<file path="src/rtl/ts_os_qualifier.sv">
// TS1/TS2/idle ordered-set qualifier.
// Counts consecutive matching training sets (keyed on link, lane, N_FTS,
// rate ID and training control) and consecutive idle symbols, raises the
// matching detect flag once the run length reaches its threshold, and
// keeps the fields of the most recently accepted training set.

package ts_os_qualifier_pkg;

    typedef enum logic [1:0] {
        RATE_GEN1 = 2'd0,
        RATE_GEN2 = 2'd1,
        RATE_GEN3 = 2'd2,
        RATE_GEN4 = 2'd3
    } rate_speed_e;

    // Byte k of the ordered set lives in bits [8k+7:8k].
    typedef logic [127:0] pcie_ordered_set_t;

    // K23.7 PAD symbol as it appears in the link/lane number byte.
    localparam logic [7:0] PAD_ = 8'hF7;

endpackage

module ts_os_qualifier
    import ts_os_qualifier_pkg::*;
#(
    parameter int CONSEC_TS   = 8,
    parameter int CONSEC_IDLE = 8
) (
    input  logic              clk_i,
    input  logic              rst_i,
    input  rate_speed_e       curr_data_rate_i,
    input  pcie_ordered_set_t ordered_set_i,
    input  logic              ts1_valid_i,
    input  logic              ts2_valid_i,
    input  logic              eieos_valid_i,
    input  logic              idle_valid_i,
    input  logic              clear_i,
    output logic              ts1_det_o,
    output logic              ts2_det_o,
    output logic              idle_det_o,
    output logic              ts1_rx_o,
    output logic              ts2_rx_o,
    output logic [7:0]        link_num_o,
    output logic [7:0]        lane_num_o,
    output logic [7:0]        nfts_o,
    output logic [7:0]        rate_id_o,
    output logic [7:0]        train_ctrl_o,
    output logic              link_pad_o,
    output logic              lane_pad_o
);

    localparam logic [1:0] ST_IDLE      = 2'd0;
    localparam logic [1:0] ST_TS1_TRACK = 2'd1;
    localparam logic [1:0] ST_TS2_TRACK = 2'd2;
    localparam logic [1:0] ST_IDL_TRACK = 2'd3;

    localparam logic [4:0] TS_THR   = 5'(CONSEC_TS);
    localparam logic [4:0] IDLE_THR = 5'(CONSEC_IDLE);

    logic [1:0]  state_q, state_d;
    logic [4:0]  tsCount_q, tsCount_d;
    logic [4:0]  idleCount_q, idleCount_d;
    logic [39:0] key_q, key_d;
    rate_speed_e prevRate_q;

    logic [39:0] rxKey;
    logic        rateChange;
    logic        flush;
    logic        bothTs;
    logic        acceptTs1;
    logic        acceptTs2;
    logic        ts1Det_d;
    logic        ts2Det_d;
    logic        idleDet_d;
    logic        unusedOsBits;

    // Bytes 1..5 form the training-set key; the remaining bytes and the
    // eieos qualifier never influence the qualifier state.
    assign rxKey        = ordered_set_i[47:8];
    assign unusedOsBits = ^{ordered_set_i[127:48], ordered_set_i[7:0], eieos_valid_i};

    // A rate change behaves exactly like an LTSSM clear for that cycle.
    assign rateChange = (curr_data_rate_i != prevRate_q);
    assign flush      = clear_i | rateChange;
    assign bothTs     = ts1_valid_i & ts2_valid_i;
    assign acceptTs1  = ~flush & ts1_valid_i & ~ts2_valid_i;
    assign acceptTs2  = ~flush & ts2_valid_i & ~ts1_valid_i;

    // Next-state and counter update; flush beats simultaneous TS1/TS2,
    // which beats a single TS, which beats idle.
    always_comb begin
        state_d     = state_q;
        tsCount_d   = tsCount_q;
        idleCount_d = idleCount_q;
        key_d       = key_q;
        if (flush || bothTs) begin
            state_d     = ST_IDLE;
            tsCount_d   = 5'd0;
            idleCount_d = 5'd0;
        end else if (ts1_valid_i) begin
            idleCount_d = 5'd0;
            if (state_q == ST_TS1_TRACK && rxKey == key_q) begin
                tsCount_d = (tsCount_q >= TS_THR) ? TS_THR : tsCount_q + 5'd1;
            end else begin
                state_d   = ST_TS1_TRACK;
                key_d     = rxKey;
                tsCount_d = 5'd1;
            end
        end else if (ts2_valid_i) begin
            idleCount_d = 5'd0;
            if (state_q == ST_TS2_TRACK && rxKey == key_q) begin
                tsCount_d = (tsCount_q >= TS_THR) ? TS_THR : tsCount_q + 5'd1;
            end else begin
                state_d   = ST_TS2_TRACK;
                key_d     = rxKey;
                tsCount_d = 5'd1;
            end
        end else if (idle_valid_i) begin
            state_d     = ST_IDL_TRACK;
            tsCount_d   = 5'd0;
            idleCount_d = (idleCount_q >= IDLE_THR) ? IDLE_THR : idleCount_q + 5'd1;
        end
    end

    // Detect flags follow the next state so they appear the cycle after
    // the qualifying event.
    always_comb begin
        ts1Det_d  = (state_d == ST_TS1_TRACK) && (tsCount_d == TS_THR);
        ts2Det_d  = (state_d == ST_TS2_TRACK) && (tsCount_d == TS_THR);
        idleDet_d = (idleCount_d == IDLE_THR);
    end

    // Tracking state, counters, stored key and previous link rate.
    always_ff @(posedge clk_i) begin
        if (rst_i) begin
            state_q     <= ST_IDLE;
            tsCount_q   <= 5'd0;
            idleCount_q <= 5'd0;
            key_q       <= 40'd0;
            prevRate_q  <= curr_data_rate_i;
        end else begin
            state_q     <= state_d;
            tsCount_q   <= tsCount_d;
            idleCount_q <= idleCount_d;
            key_q       <= key_d;
            prevRate_q  <= curr_data_rate_i;
        end
    end

    // Registered outputs: detect flags, receive pulses and captured fields,
    // which survive clears and only change on an accepted training set.
    always_ff @(posedge clk_i) begin
        if (rst_i) begin
            ts1_det_o    <= 1'b0;
            ts2_det_o    <= 1'b0;
            idle_det_o   <= 1'b0;
            ts1_rx_o     <= 1'b0;
            ts2_rx_o     <= 1'b0;
            link_num_o   <= 8'd0;
            lane_num_o   <= 8'd0;
            nfts_o       <= 8'd0;
            rate_id_o    <= 8'd0;
            train_ctrl_o <= 8'd0;
            link_pad_o   <= 1'b0;
            lane_pad_o   <= 1'b0;
        end else begin
            ts1_det_o  <= ts1Det_d;
            ts2_det_o  <= ts2Det_d;
            idle_det_o <= idleDet_d;
            ts1_rx_o   <= acceptTs1;
            ts2_rx_o   <= acceptTs2;
            if (acceptTs1 || acceptTs2) begin
                link_num_o   <= ordered_set_i[15:8];
                lane_num_o   <= ordered_set_i[23:16];
                nfts_o       <= ordered_set_i[31:24];
                rate_id_o    <= ordered_set_i[39:32];
                train_ctrl_o <= ordered_set_i[47:40];
                link_pad_o   <= (ordered_set_i[15:8] == PAD_);
                lane_pad_o   <= (ordered_set_i[23:16] == PAD_);
            end
        end
    end

endmodule

</file>
<file path="config.mk">
export PLATFORM = sky130hd
export DESIGN_NAME = ts_os_qualifier
export DESIGN_NICKNAME = d
export VERILOG_FILES = /design/src/rtl/ts_os_qualifier.sv
export SDC_FILE = /design/constraint.sdc
export NUM_CORES = 1
export LEC_CHECK = 0
export CAP_MARGIN = 40
export CORE_MARGIN = 3
export CORE_UTILIZATION = 40
export DETAILED_ROUTE_END_ITERATION = 10
export GPL_ROUTABILITY_DRIVEN = 0
export HOLD_SLACK_MARGIN = 0.15
export PLACE_DENSITY = 0.83
export SYNTH_ARGS = -nofsm -noshare
export SYNTH_HDL_FRONTEND = slang
export SYNTH_SLANG_ARGS = --single-unit
</file>
<file path="constraint.sdc">
create_clock -name clk_i -period 4.46 [get_ports clk_i]
set_input_delay 0.892 -clock clk_i [delete_from_list [all_inputs] [get_ports clk_i]]
set_output_delay 0.892 -clock clk_i [all_outputs]
set_load 0.02 [all_outputs]
</file>
# Word-level counts from Yosys, hierarchy flattened
# Cells that the tools add are included.
[op_classes] reduce_logical=8 order_cmp=2 n_addsub=2 bitwise_logic=10 n_eq_ne=12 muxes=22
[ops] cell="40-bit two-way mux" count=4
[ops] cell="5-bit two-way mux" count=12
[ops] cell="40-bit == test" count=1
[ops] cell="8-bit == test (second input constant)" count=2
[ops] cell="2-bit two-way mux" count=6
[ops] cell="5-bit by 1-bit adder with 5-bit output (second input constant)" count=2
[ops] cell="5-bit by 4-bit == test with 1-bit output (second input constant)" count=2
[ops] cell="5-bit by 4-bit greater-or-equal comparator with 1-bit output (second input constant)" count=2
[ops] cell="1-bit AND" count=5
[ops] cell="2-bit by 1-bit == test with 1-bit output (second input constant)" count=2
[ops] cell="2-bit == test (second input constant)" count=2
[ops] cell="1-bit logical AND" count=4
[ops] cell="2-bit != test (second input constant)" count=2
[ops] cell="1-bit NOT" count=4
[ops] cell="4-bit AND reduction" count=1
[ops] cell="1-bit logical OR" count=2
[ops] cell="2-bit != test" count=1
[ops] cell="2-bit nonzero test" count=1
[ops] cell="1-bit bitwise OR" count=1
[word_totals] register_bits=101 out_inout_bits=47 elab_cells=73 in_bits=137

# Longest topological paths before layout
[depth] depth_word=8 depth_mapped=8 mapped_depth_nobuf=6

# Least setup slack after synthesis
# Ideal clock, no wire load.
[synth_timing] kind="input -> register" from="in ordered_set_i[25]" to="reg key_q[21]" cell_stages=8 setup_ps=132 n_path_buf=2 slack_ps=1881 required_ps=4328 arrival_time_ps=2447 path_cell_list="xor2_1 -> nor4_2 -> nand4_1 -> or4_1 -> buf_2 -> buf_6 -> nand3_1 -> a21oi_1"
[synth_between] elab_chain_cells=4 elab_cells_between_ends=6 classes_between="3 x eq/ne; 3 x reduce/logical"
[synth_rtl] item="start, declared" line_no="33" rtl="input pcie_ordered_set_t ordered_set_i,"
[synth_rtl] item="40-bit == test (*)" line_no="103, 112"
[synth_rtl] item="1-bit logical AND, on equally long branches" line_no="103, 112"
[synth_rtl] item="2-bit != test (no source line)"
[synth_rtl] item="4-bit AND reduction (no source line) (*)"
[synth_rtl] item="end signal, assigned" line_no="146" rtl="key_q <= key_d;"
[synth_rtl] item="end, declared" line_no="64" rtl="logic [39:0] key_q, key_d;"
# Mark *: on every way between the ends. The rest lies on a longest branch, timed or not.
# A chain may end at the register's enable or synchronous reset.

# Final worst setup path
[layout_timing] from="in ordered_set_i[8]" to="reg ts1_det_o"
[layout_between] elab_chain_cells=8 elab_cells_between_ends=16 classes_between="3 x eq/ne; 10 x mux; 3 x reduce/logical"
[layout_rtl] item="40-bit == test (*)" line_no="103, 112"
[layout_rtl] item="1-bit logical AND" line_no="112" rtl="if (state_q == ST_TS2_TRACK && rxKey == key_q) begin"
[layout_rtl] item="5-bit two-way mux or 2-bit two-way mux (tied branches)" line_no="112"
[layout_rtl] item="5-bit two-way mux or 2-bit two-way mux (tied branches)" line_no="110" rtl="end else if (ts2_valid_i) begin"
[layout_rtl] item="5-bit two-way mux or 2-bit two-way mux (tied branches)" line_no="101" rtl="end else if (ts1_valid_i) begin"
[layout_rtl] item="5-bit two-way mux or 2-bit two-way mux (tied branches)" line_no="97" rtl="if (flush || bothTs) begin"
[layout_rtl] item="5-bit by 4-bit == test with 1-bit output or 2-bit by 1-bit == test with 1-bit output (tied branches)" line_no="129" rtl="ts1Det_d = (state_d == ST_TS1_TRACK) && (tsCount_d == TS_THR);"
[layout_rtl] item="1-bit logical AND (*)" line_no="129"
[layout_rtl] item="end signal, assigned" line_no="168" rtl="ts1_det_o <= ts1Det_d;"
[layout_rtl] item="end, declared" line_no="39" rtl="output logic ts1_det_o,"
# Marked as above.

==> metrics.txt <==
Net Sw Power=0.480 mW; Setup Crit Path Kind=input port to flop; crit path capture=ts1_det_o; Worst path slowest cell=nor4b_1; Final Slew Violations=0; most common cell after layout, fill and taps aside=dfxtp_1; CP max stage delay=0.55 ns; Worst path top cell family by delay=simple AND/OR/NAND/NOR gates; row count=37; internal power=1.23 mW; Yosys reg bits=101; final setup violation count=0; Max transition margin=46.4%; Critical Path AT=3.39 ns; hold buffers post-CTS=0; r2r setup slk=2.05 ns; HP Class=flop to flop; vias per inst=5.43; TritonRoute pass-1 iters=5; Mapped Cells=541; worst reg2reg startpoint=key_q[35]; die height=112 um; die area=12400 um2; syn nets=682; share of cells above drive strength 1=5.51%; Seq/Total Area, Yosys=45.4%; Critical Path RT=4.72 ns; first-pass GRT wire length=19.0 mm; WP buf/inv=1; post-CTS setup buffers=0; Worst Setup SP=ordered_set_i[8]; r2r endpoint=ts1_det_o; crit path max fanout=4; Crit. End Element=flop; EDFF count, synth=0; worst slew pin tran=0.805 ns; via count=4090; Gate power share=12.9%; largest net degree at the start of global routing=85; setup tns final=0 ns; DR WL/cell=15.4 um; hold depth=2; WP depth=7; Avg Cell Area, Syn=8.23 um2; Seq pwr share=54.8%; num ports=184; CTS tree=built; Antenna Nets Post-Route=0; final std cells w/o fill=753; prevailing post-synth register cell=dfxtp_1; GR Overflow Total=0; asr flop ratio synth=0%; initial DRC count=311; n_diodes=0; dominant cells by area after synthesis=dfxtp_1, a21oi_1, xor2_1; Remaining DRCs=0; maximum root-to-sink buffer count=2; all-layer global routing usage=18.3%; cells on worst reg2reg path=6; Num CTS Buffers=9; peak supply drop=0.169 mV; fraction of power spent switching nets=28.0%; Clock Latency Late Sink=0.38 ns; die width=112 um; leak pwr=1.94 nW; Initial Util=42.2%; commonest non-fill, non-tap cells in the layout=dfxtp_1, clkdlybuf4s50_1, nand2_1; final worst-path cycle share=70.2%; initial antenna violation count=0; crit-path cells=clkdlybuf4s50_1 -> xor2_1 -> nor4_2 -> nand4_1 -> nor4b_1 -> o21ai_1 -> nor4bb_1; area of the core=10600 um2; H-tree depth=3; FMAX=319 MHz; Placed Cells=737; NumNets Final=753; status=completed; max-cap violations=0; Clk pwr share=32.3%; CTS Root Cell=clkbuf_8; Fin Clk Skew=0.0116 ns; Synth area leader=dfxtp_1; worst hold slack=0.459 ns; Post-Syn Area=4450 um2; Total Wirelength=11.6 mm; post-cts sizing count=0; Startpoint Class=input port; Synth top area share=45.4%; Yosys warnings=0; Clock transition at path regs=0.10 ns; pwr dens=305 nW/um2; synth-to-layout area growth=26.2%; Synth cell types=42; hpwl dp=8.14 mm; port bufs=94; RSZ-0062 raised after global routing=false; total power=1.71 mW; vias in the first global route=3869; CTS sink count=101; Hold Vio Cnt, Final=0; min cycle time layout=3.13 ns
state kept, by name, summed over array words and instances, names as in the netlist, 2 cells and up:
name	cells
tsCount_q	5
nfts_o	8
idleCount_q	5
key_q	40
link_num_o	8
state_q	2
rate_id_o	8
train_ctrl_o	8
lane_num_o	8
prevRate_q	2
worst register-to-register path, cell delays in order (launching register included):
cell	delay [ns]
dfxtp_1	0.33
xor2_1	0.16
nor4_1	0.44
nand2_1	0.24
nor4b_1	0.55
o21ai_1	0.19
nor4bb_1	0.37
power by group through the flow:
stage / registers (mW) / logic, mW / clock network [mW]
6_report: 0.939 / 0.220 / 0.554
5_1_grt: 0.942 / 0.239 / 0.610
4_1_cts: 0.939 / 0.220 / 0.563
3_5_place_dp: 0.960 / 0.218 / 0
3_3_place_gp: 0.958 / 0.214 / 0
2_1_floorplan: 0.971 / 0.0979 / 0
synthesized netlist by cell type (all sizes together) (4+ instances only):
cell type and number:
dfxtp 101, nand2 89, a21oi 88, nand3 45, o21ai 44, xor2 43, clkbuf 30, nor4 15
nor2 13, buf 10, nand4 8, inv 6, nor3 6, and3 4, ha 4
metal layers:
metal	vias to the layer above	global-route usage [%]	part of all wire (%)
met5	-	0	0
met2	130	30.4	50
li1	2024	-	-
met1	1918	23.9	43
met4	0	5.43	1.6
met3	18	4.24	6.4
area by class of cell:
class / count / area, um2
fillers: 988 / 4930
multi-input cells: 394 / 2250
flip-flops and latches: 101 / 2020
repair buffers: 100 / 981
well taps: 136 / 170
clock buffers: 10 / 128
clock inverters: 6 / 52.6
inverters: 6 / 22.5
worst min path at each step:
stage	start	to	slack (ns)
CTS	link_num_o[3]	link_num_o[3]	0.46
finish	link_num_o[3]	link_num_o[3]	0.46
floorplan	key_q[0]	key_q[0]	0.47
global placement	lane_num_o[3]	lane_num_o[3]	0.44
global route	lane_num_o[0]	lane_num_o[0]	0.49
detailed placement	lane_num_o[5]	lane_num_o[5]	0.45
metrics by stage:
stage	utilization, %	area (um2)	worst slack [ns]
6_report	53.3	5620	1.33
5_1_grt	53.3	5620	1.21
4_1_cts	53.3	5620	1.37
3_5_place_dp	51.6	5440	0.976
3_3_place_gp	51.6	5440	1.04
2_1_floorplan	-	4450	1.88
cell families (layout without fill, tap and decap cells):
| logic type | count (synthesis) | count (layout) | share of synthesized area (%) |
|---|---|---|---|
| AO/OA/AOI/OAI | 147 | 147 | 17.4 |
| XOR/XNOR | 43 | 43 | 8.46 |
| adder cells (fa/ha/maj) | 4 | 4 | 1.12 |
| buffers and inverters | 46 | 122 | 4.61 |
| flip-flops | 101 | 101 | 45.4 |
| multiplexers | 1 | 1 | 0.253 |
| AND/OR/NAND/NOR | 199 | 199 | 22.7 |
(Power assumes the default switching activity.)
